**config.mk**
```make
export PLATFORM = sky130hd
export DESIGN_NAME = mult_div_unit
export DESIGN_NICKNAME = d
export VERILOG_FILES = /design/src/rtl/mult_div_pkg.sv /design/src/rtl/div_iter.sv /design/src/rtl/mult_div_unit.sv
export SDC_FILE = /design/constraint.sdc
export NUM_CORES = 1
export LEC_CHECK = 0
export CAP_MARGIN = 20
export CORE_UTILIZATION = 50
export DETAILED_ROUTE_END_ITERATION = 10
export PLACE_DENSITY = 0.84
export SLEW_MARGIN = 20
export SYNTH_ARGS = -nofsm -noshare
export SYNTH_HDL_FRONTEND = slang
export SYNTH_SLANG_ARGS = --single-unit
```
**constraint.sdc**
```tcl
create_clock -name i_clock -period 9.8 [get_ports i_clock]
set_input_delay 0.98 -clock i_clock [delete_from_list [all_inputs] [get_ports i_clock]]
set_output_delay 0.98 -clock i_clock [all_outputs]
set_load 0.01 [all_outputs]
```
**src/rtl/mult_div_pkg.sv**
```systemverilog
// rtl/mult_div_pkg.sv - opcodes, FSM encodings and opcode width shared by mult/div, decoder and hazard unit
package mult_div_pkg;

  localparam int NB_MD_OPCODE = 3;

  localparam logic [NB_MD_OPCODE-1:0] MD_MULT  = 3'b000;
  localparam logic [NB_MD_OPCODE-1:0] MD_MULTU = 3'b001;
  localparam logic [NB_MD_OPCODE-1:0] MD_DIV   = 3'b010;
  localparam logic [NB_MD_OPCODE-1:0] MD_DIVU  = 3'b011;
  localparam logic [NB_MD_OPCODE-1:0] MD_MTHI  = 3'b100;
  localparam logic [NB_MD_OPCODE-1:0] MD_MTLO  = 3'b101;

  typedef enum logic [1:0] {
    ST_IDLE = 2'b00,
    ST_RUN  = 2'b01,
    ST_FIX  = 2'b10
  } md_state_t;

endpackage

```
**src/rtl/div_iter.sv**
```systemverilog
// rtl/div_iter.sv - restoring divider step: unsigned remainder/quotient shift registers, one quotient bit per step
module div_iter #(
  parameter int NB_DATA = 32
) (
  input  logic               clock,
  input  logic               reset,
  input  logic               load,
  input  logic               step,
  input  logic [NB_DATA-1:0] dividend,
  input  logic [NB_DATA-1:0] divisor,
  output logic [NB_DATA-1:0] quotient,
  output logic [NB_DATA-1:0] remainder
);

  logic [NB_DATA-1:0] rem;
  logic [NB_DATA-1:0] quo;
  logic [NB_DATA:0]   partial;
  logic [NB_DATA:0]   trial;

  // The dividend shifts out of quo's MSB while quotient bits shift into its LSB.
  always_comb begin
    partial = {rem, quo[NB_DATA-1]};
    trial   = partial - {1'b0, divisor};
  end

  always_ff @(posedge clock or posedge reset) begin
    if (reset) begin
      rem <= '0;
      quo <= '0;
    end else if (load) begin
      rem <= '0;
      quo <= dividend;
    end else if (step) begin
      if (!trial[NB_DATA]) begin
        rem <= trial[NB_DATA-1:0];
        quo <= {quo[NB_DATA-2:0], 1'b1};
      end else begin
        rem <= partial[NB_DATA-1:0];
        quo <= {quo[NB_DATA-2:0], 1'b0};
      end
    end
  end

  assign quotient  = quo;
  assign remainder = rem;

endmodule

```
**src/rtl/mult_div_unit.sv**
```systemverilog
// rtl/mult_div_unit.sv - iterative MULT/MULTU/DIV/DIVU into HI/LO plus MTHI/MTLO, with busy/done handshake.
// Define MULT_DIV_FAST_MULT_EN for a single-cycle multiply; divide stays iterative.
module mult_div_unit #(
  parameter int NB_DATA      = 32,
  parameter int NB_MD_OPCODE = 3
) (
  input  logic                    i_clock,
  input  logic                    i_reset,
  input  logic                    i_start,
  input  logic [NB_MD_OPCODE-1:0] i_opcode,
  input  logic [NB_DATA-1:0]      i_first_operator,
  input  logic [NB_DATA-1:0]      i_second_operator,
  input  logic                    i_flush,
  output logic                    o_busy,
  output logic                    o_done,
  output logic [NB_DATA-1:0]      o_hi,
  output logic [NB_DATA-1:0]      o_lo
);
  import mult_div_pkg::*;

  localparam int NB_CNT = $clog2(NB_DATA + 1);

  md_state_t            state, next_state;
  logic [NB_CNT-1:0]    count;
  logic                 op_div, sign_q, sign_r;
  logic [NB_DATA-1:0]   mag_a, mag_b, raw_a;
  logic                 req_mult, req_div, req_signed, sa, sb, idle_req;
  logic                 start_md, start_mthi, start_mtlo, run_step, write_res;
  logic [NB_DATA-1:0]   in_mag_a, in_mag_b;
  logic [NB_DATA-1:0]   quotient, remainder, quo_fix, rem_fix, res_hi, res_lo;
  logic [2*NB_DATA-1:0] prod;
`ifndef MULT_DIV_FAST_MULT_EN
  logic [2*NB_DATA-1:0] acc;
  logic [NB_DATA:0]     mult_sum;
`endif

  always_comb begin
    req_mult   = (i_opcode == MD_MULT) || (i_opcode == MD_MULTU);
    req_div    = (i_opcode == MD_DIV)  || (i_opcode == MD_DIVU);
    req_signed = (i_opcode == MD_MULT) || (i_opcode == MD_DIV);
    sa         = req_signed & i_first_operator[NB_DATA-1];
    sb         = req_signed & i_second_operator[NB_DATA-1];
    in_mag_a   = sa ? -i_first_operator  : i_first_operator;
    in_mag_b   = sb ? -i_second_operator : i_second_operator;
    idle_req   = (state == ST_IDLE) && i_start && !i_flush;
    start_md   = idle_req && (req_mult || req_div);
    start_mthi = idle_req && (i_opcode == MD_MTHI);
    start_mtlo = idle_req && (i_opcode == MD_MTLO);
    run_step   = (state == ST_RUN) && !i_flush;
    write_res  = (state == ST_FIX) && !i_flush;
  end

  always_ff @(posedge i_clock or posedge i_reset) begin
    if (i_reset) state <= ST_IDLE;
    else         state <= next_state;
  end

  always_comb begin
    next_state = state;
    case (state)
      ST_IDLE: begin
        if (start_md) begin
`ifdef MULT_DIV_FAST_MULT_EN
          next_state = req_mult ? ST_FIX : ST_RUN;
`else
          next_state = ST_RUN;
`endif
        end
      end
      ST_RUN: begin
        if (i_flush)                      next_state = ST_IDLE;
        else if (count == NB_CNT'(1))     next_state = ST_FIX;
      end
      ST_FIX:  next_state = ST_IDLE;
      default: next_state = ST_IDLE;
    endcase
  end

  div_iter #(.NB_DATA(NB_DATA)) u_div_iter (
    .clock     (i_clock),
    .reset     (i_reset),
    .load      (start_md),
    .step      (run_step && op_div),
    .dividend  (in_mag_a),
    .divisor   (mag_b),
    .quotient  (quotient),
    .remainder (remainder)
  );

  always_comb begin
`ifdef MULT_DIV_FAST_MULT_EN
    prod = {{NB_DATA{1'b0}}, mag_a} * {{NB_DATA{1'b0}}, mag_b};
`else
    mult_sum = {1'b0, acc[2*NB_DATA-1:NB_DATA]} + (acc[0] ? {1'b0, mag_a} : '0);
    prod     = acc;
`endif
    if (sign_q) prod = -prod;
    quo_fix = sign_q ? -quotient  : quotient;
    rem_fix = sign_r ? -remainder : remainder;
    res_hi  = prod[2*NB_DATA-1:NB_DATA];
    res_lo  = prod[NB_DATA-1:0];
    // Divide by zero reports the untouched dividend regardless of signedness.
    if (op_div) begin
      if (mag_b == '0) begin
        res_hi = raw_a;
        res_lo = '1;
      end else begin
        res_hi = rem_fix;
        res_lo = quo_fix;
      end
    end
  end

  always_ff @(posedge i_clock or posedge i_reset) begin
    if (i_reset) begin
      o_hi   <= '0;
      o_lo   <= '0;
      o_busy <= 1'b0;
      o_done <= 1'b0;
      count  <= '0;
      op_div <= 1'b0;
      sign_q <= 1'b0;
      sign_r <= 1'b0;
      mag_a  <= '0;
      mag_b  <= '0;
      raw_a  <= '0;
`ifndef MULT_DIV_FAST_MULT_EN
      acc    <= '0;
`endif
    end else begin
      o_busy <= (next_state != ST_IDLE);
      o_done <= write_res;
      if (start_md) begin
        count  <= NB_CNT'(NB_DATA);
        op_div <= req_div;
        sign_q <= sa ^ sb;
        sign_r <= sa;
        mag_a  <= in_mag_a;
        mag_b  <= in_mag_b;
        raw_a  <= i_first_operator;
`ifndef MULT_DIV_FAST_MULT_EN
        acc    <= {{NB_DATA{1'b0}}, in_mag_b};
`endif
      end else if (run_step) begin
        count <= count - NB_CNT'(1);
`ifndef MULT_DIV_FAST_MULT_EN
        if (!op_div) acc <= {mult_sum, acc[NB_DATA-1:1]};
`endif
      end
      if (write_res) begin
        o_hi <= res_hi;
        o_lo <= res_lo;
      end else begin
        if (start_mthi) o_hi <= i_first_operator;
        if (start_mtlo) o_lo <= i_first_operator;
      end
    end
  end

endmodule

```
* Yosys cells after proc, flatten, opt, wreduce, memory -nomap -nowiden
Index checks and enable logic that the tools add are counted.
** Cells by class
- Add/sub/neg operators :: 8
- Reductions and logical operators :: 22
- Mux-type cells :: 29
- $mul :: 0
- Order comparisons :: 0
- Shifts and indexed selects :: 0
- Div/mod/pow operators :: 0
- Equality and inequality tests :: 9
- Bitwise operators :: 3
** Operators with widths (count)
- two-way mux 32 bit :: 18
- two-way mux 64 bit :: 4
- negator 32 bit :: 4
- negator 64 bit :: 1
- adder 32 x 32 -> 33 bit :: 1
- subtractor 33 x 32 -> 33 bit :: 1
- zero test 32 bit :: 1
- two-way mux 6 bit :: 2
- nonzero test 2 bit :: 5
- logical AND 1 bit :: 8
- equality test 3 x 2 -> 1 bit (second input constant) :: 2
- equality test 3 bit (second input constant) :: 2
- equality test 6 x 1 -> 1 bit (second input constant) :: 1
- two-way mux 2 bit :: 3
- subtractor 6 x 1 -> 6 bit (second input constant) :: 1
- logical OR 1 bit :: 4
- one-hot mux 2 bit (2 select lines) :: 1
- equality test 3 x 1 -> 1 bit (second input constant) :: 1
- zero test 3 bit :: 1
- AND 1 bit :: 2
- equality test 2 x 1 -> 1 bit (second input constant) :: 1
- equality test 2 bit (second input constant) :: 1
- zero test 2 bit :: 1
- inequality test 2 x 1 -> 1 bit (second input constant) :: 1
- 4 further kinds :: 4
** Word-level totals
- Output and inout port bits :: 66
- Latch bits :: 0
- Input bits :: 71
- ROM bits :: 0
- Bits in registers :: 301
- Bits in writable memories :: 0
- Memories kept :: 0

* Depth between registers and ports, before layout
- Depth after elaboration :: 7
- Gate-level depth with buffers :: 15
- Depth with buffers taken out :: 13

* By module
From an unflattened synthesis, not the netlist that was laid out.
** Unflattened totals
- Cells, all modules :: 2480
- Area total of the unflattened synthesis :: 20901.3 um^2
** Modules (own cells, without submodules)
- mult_div_unit :: area each 15838.9 um^2, instances 1, cells an instance 1861
- div_iter :: area each 5062.4 um^2, instances 1, cells an instance 619

* Worst setup path before layout
OpenSTA, ideal clock, no wires.
- Path kind :: input to register
- Start :: input i_second_operator[9]
- End :: register acc[30]
- Arrival time :: 3.197 ns
- Cell stages on the path :: 8
- Required time :: 9.674 ns
- Setup slack :: 6.477 ns
- Buffers on the path :: 0
- Cells stage by stage :: or4_1 -> or4_1 -> nor4_2 -> nor3b_2 -> a21oi_1 -> xnor2_1 -> nor2_1 -> a221o_1
** On the way
- Word-level cells in the longest chain between the ends :: 3
** Ends and longest elaborated chain
- from (decl) :: line mult_div_unit.sv:12 : input logic [NB_DATA-1:0] i_second_operator,
- negator 32 bit :: line mult_div_unit.sv:44 : in_mag_b = sb ? -i_second_operator : i_second_operator;
- two-way mux 32 bit :: line mult_div_unit.sv:44
- two-way mux 64 bit :: line mult_div_unit.sv:133 : if (start_md) begin
- to (signal assigned) :: line mult_div_unit.sv:142 : acc <= {{NB_DATA{1'b0}}, in_mag_b};
- to (signal assigned) :: line mult_div_unit.sv:147 : if (!op_div) acc <= {mult_sum, acc[NB_DATA-1:1]};
- to (decl) :: line mult_div_unit.sv:33 : logic [2*NB_DATA-1:0] acc;
No other way between the ends.
A chain may end at the register's enable or synchronous reset.

* Worst setup path in the final report
- Start :: register u_div_iter.quo[31], in the netlist u_div_iter.quotient[31]
- End :: register u_div_iter.rem[1], in the netlist u_div_iter.remainder[1]
** On the way
- Word-level cells in the longest chain between the ends :: 4
** Ends and longest elaborated chain
- from (decl) :: line div_iter.sv:16 : logic [NB_DATA-1:0] quo;
- from (signal assigned) :: line div_iter.sv:32 : quo <= dividend;
- from (signal assigned) :: line div_iter.sv:36 : quo <= {quo[NB_DATA-2:0], 1'b1};
- from (signal assigned) :: line div_iter.sv:39 : quo <= {quo[NB_DATA-2:0], 1'b0};
- subtractor 33 x 32 -> 33 bit :: line div_iter.sv:23 : trial = partial - {1'b0, divisor};
- two-way mux 32 bit :: line div_iter.sv:34 : if (!trial[NB_DATA]) begin
- two-way mux 32 bit :: line div_iter.sv:33 : end else if (step) begin
- two-way mux 32 bit :: line div_iter.sv:30 : end else if (load) begin
- to (signal assigned) :: line div_iter.sv:35 : rem <= trial[NB_DATA-1:0];
- to (signal assigned) :: line div_iter.sv:38 : rem <= partial[NB_DATA-1:0];
- to (decl) :: line div_iter.sv:15 : logic [NB_DATA-1:0] rem;
No other way between the ends. The select of a mux whose other input is x is not followed.

==> flow_metrics.py <==
metrics = {
    "clock_tree": {
        "cts-root-buf": "clkbuf_16",
        "numCtsBuffers": 35,
        "clock-sinks": 300,
        "ctsHoldBuffers": 0,
        "htree_levels": 2,
        "tritoncts": "done",
        "clkLatencyLatePin_ps": 540,
        "cts_resized": 0,
        "clk_path_buf_depth": 3,
        "clk_pin_slew_ps": 60,
        "post-cts-setup-buffer-count": 0,
    },
    "yosys": {
        "synth_top_area_share_pct": 36.5,
        "synth_seq_cells": 300,
        "ys.flop_type": "dfrtp_1",
        "synth_edf_count": 0,
        "synth.avg_cell_area_sq_um": 8.38,
        "async_flop_share_pct": 100,
        "synth_nets": 2601,
        "ys_seq_area_share_pct": 36.5,
        "synth_area_leaders": "dfrtp_1 36%, nand2_1 6.7%, xnor2_1 5.7%",
        "syn-cell-area_sq_um": 20600,
        "syn_inst": 2457,
        "synth_top_area_cell": "dfrtp_1",
        "yosysWarnings": 0,
        "yosys.cell_types.count": 89,
    },
    "critical_path": {
        "ff2ff_path_depth": 12,
        "r2r_setup_slack_ps": 5900,
        "cp_data_arrival_time_ps": 4310,
        "crit_chain": "inv_1, ha_1, fa_1, nor2b_1, o2111ai_1, nand3_1, a21o_1, a31oi_1, o31ai_2, xnor2_2, mux2i_1, o21a_1",
        "crit_path_end_kind": "flop",
        "cpPeakStageDelay_ps": 870,
        "slowest_stage": "xnor2_2",
        "timing.rr.end": "u_div_iter.remainder[1]",
        "criticalPathCategory": "flop to flop",
        "startpoint_type": "flop",
        "cp.required_ps": 10210,
        "cp_max_fo": 19,
        "reg2reg_from": "u_div_iter.quotient[31]",
    },
    "grt": {
        "grt_overflow_total": 0,
        "grt_max_degree": 109,
        "grt_pass1_wl_mm": 109,
        "track_usage_pct": 34.3,
        "antenna_found_initial": 5,
        "grt_pass1_vias": 18600,
    },
    "die": {
        "ioPinCount": 137,
        "die_x_um": 205,
        "core_area_sq_um": 40200,
        "die_h_um": 205,
        "dieArea_sq_um": 42000,
        "start_util_pct": 51.2,
        "num_rows": 73,
    },
    "detailed_routing": {
        "ant_nets": 0,
        "drc": 0,
        "via_per_inst": 6.52,
        "wl_per_cell_um": 23.7,
        "vias": 19900,
        "drtIter0Drc": 2243,
        "drt-total-wl_mm": 72.5,
        "drtPass1Iterations": 6,
    },
    "run": {
        "drv_cap": 0,
    },
    "layout": {
        "nNetsFinal": 2648,
        "drive_gt1_share_pct": 4.95,
        "multi_input_area_sq_um": 12300,
        "stdcell_count": 3052,
        "area_growth_pct": 13.8,
        "fillers": 3505,
        "regArea_sq_um": 7510,
    },
    "place": {
        "dp_slack_ps": 5580,
        "placed_cells_incl_taps": 2992,
        "detailed_place_hpwl_mm": 53.3,
        "place_congestion": 1.06,
        "io_buffers": 136,
    },
    "pwr": {
        "p_per_area_nw_per_um2": 254,
        "leakage_uw": 0.0102,
        "vdd_drop_max_v": 0.000105,
    },
    "sta": {
        "rsz0062_at_grt": "no",
        "timing_hold_violations_final": 0,
        "skew_ps": 17.8,
        "setup_viol": 0,
        "fin_hold_ws_ps": 474,
        "slew_headroom_pct": 23.2,
        "slew_violations": 0,
        "min_period_ps": 3900,
        "fmax_mhz": 257,
        "setup_ws_ps": 5900,
        "post-route-period-util_pct": 39.7,
        "tns_ps": 0,
        "worst_pin_slew_ps": 1150,
    },
    "worst_hold_path": {
        "hold_depth": 2,
        "min_path_type": "flop to flop",
        "min_from": "raw_a[29]",
        "hold_end": "raw_a[29]",
    },
    "outcome": {
        "outcome": "finished, final reports clean",
    },
}
worst max path at each step:
stage | slack [ps] | cells past startpoint | end | startpoint
2_1_floorplan | 530 | 1 | acc[0] | i_reset
3_3_place_gp | 5710 | 9 | acc[27] | i_second_operator[7]
3_5_place_dp | 5580 | 10 | acc[30] | i_second_operator[3]
4_1_cts | 5990 | 12 | u_div_iter.remainder[0] | u_div_iter.quotient[31]
5_1_grt | 5750 | 12 | u_div_iter.remainder[1] | u_div_iter.quotient[31]
6_report | 5900 | 12 | u_div_iter.remainder[1] | u_div_iter.quotient[31]
synthesized netlist by cell type, drive strengths merged, types with 41 or more instances:
master	number
nand2	367
dfrtp	300
a21oi	229
o21ai	211
nor2	153
xnor2	134
clkbuf	130
xor2	104
mux2i	75
ha	71
inv	71
and3	50
o31ai	50
nand3	46
nor3	41
layer usage:
metal,vias up,share of wire [%],global-route usage [%]
li1,8847,-,-
met1,9495,37,43.6
met2,1306,44,53.7
met3,250,11,6.89
met4,6,7.1,21.2
met5,-,0.066,0
state kept, by name, summed over array words and instances, names as in the netlist, 31 cells and up:
| signal | flops |
|---|---|
| acc | 64 |
| mag_a | 32 |
| mag_b | 32 |
| o_hi | 32 |
| o_lo | 32 |
| u_div_iter.quotient | 32 |
| u_div_iter.remainder | 32 |
| raw_a | 31 |
critical path, delay by kind of cell (launching register included):
kind / cells / cell delay (ps)
adders and majority gates: 2 / 440
buffers and inverters: 1 / 170
and+or+nand+nor: 2 / 290
DFF: 1 / 390
muxes: 1 / 180
AOI/OAI and AO/OA: 5 / 1430
xor gates and xnor gates: 1 / 870
cells by family after synthesis:
| family | count (synthesis) | synth area share [%] |
|---|---|---|
| compound gates | 692 | 20.9 |
| xor+xnor | 238 | 10.2 |
| fa+ha+maj | 73 | 4.51 |
| buf+inv | 219 | 4.07 |
| flops | 300 | 36.5 |
| mux | 83 | 4.08 |
| simple gates | 852 | 19.8 |
report_power, final:
part | switching (uW) | internal [uW] | total, uW
registers | 513 | 1600 | 2110
logic | 1450 | 1030 | 2480
clock network | 542 | 825 | 1370
total | 2500 | 3450 | 5950
cell type report:
class / count / area share (%)
multi-input cells: 1938 / 52.4
flip-flops and latches: 300 / 32.1
repair buffers: 157 / 6.50
clock buffers: 46 / 4.13
well taps: 525 / 2.81
inverters: 72 / 1.19
clock inverters: 13 / 0.850
diodes: 1 / 0.0107
cells in the final DEF (no fill, tap or decap), types with 9 or more instances in the layout:
master / n
or4_1: 24
buf_4: 20
dfrtp_1: 298
o211ai_1: 17
inv_1: 69
and3_1: 50
or3_1: 18
nor2_1: 149
ha_1: 71
nand2_1: 367
and2_1: 40
a21o_1: 28
o21a_1: 9
clkbuf_16: 35
nor3_1: 39
o221ai_1: 22
a31oi_1: 14
nor4_1: 24
a221o_1: 13
o22ai_1: 13
xor2_1: 103
xnor2_1: 133
o21ai_0: 208
a21oi_1: 229
nand2b_1: 25
nor2b_1: 10
mux2i_1: 75
nand3_1: 46
a211oi_1: 10
o41ai_1: 21
o31ai_1: 46
a32oi_1: 10
clkdlybuf4s50_1: 136
through the flow:
| stage | power [uW] | utilization, % | cell area, sq um |
|---|---|---|---|
| final | 5950 | 58.3 | 23400 |
| after floorplan | 3560 | - | 20600 |
| after detailed placement | 4490 | 55.4 | 22200 |
| after global placement | 4410 | 55.4 | 22200 |
| after global routing | 6240 | 58.3 | 23400 |
| after CTS | 5870 | 58.3 | 23400 |
No activity file was read; power rests on OpenSTA's default activity.
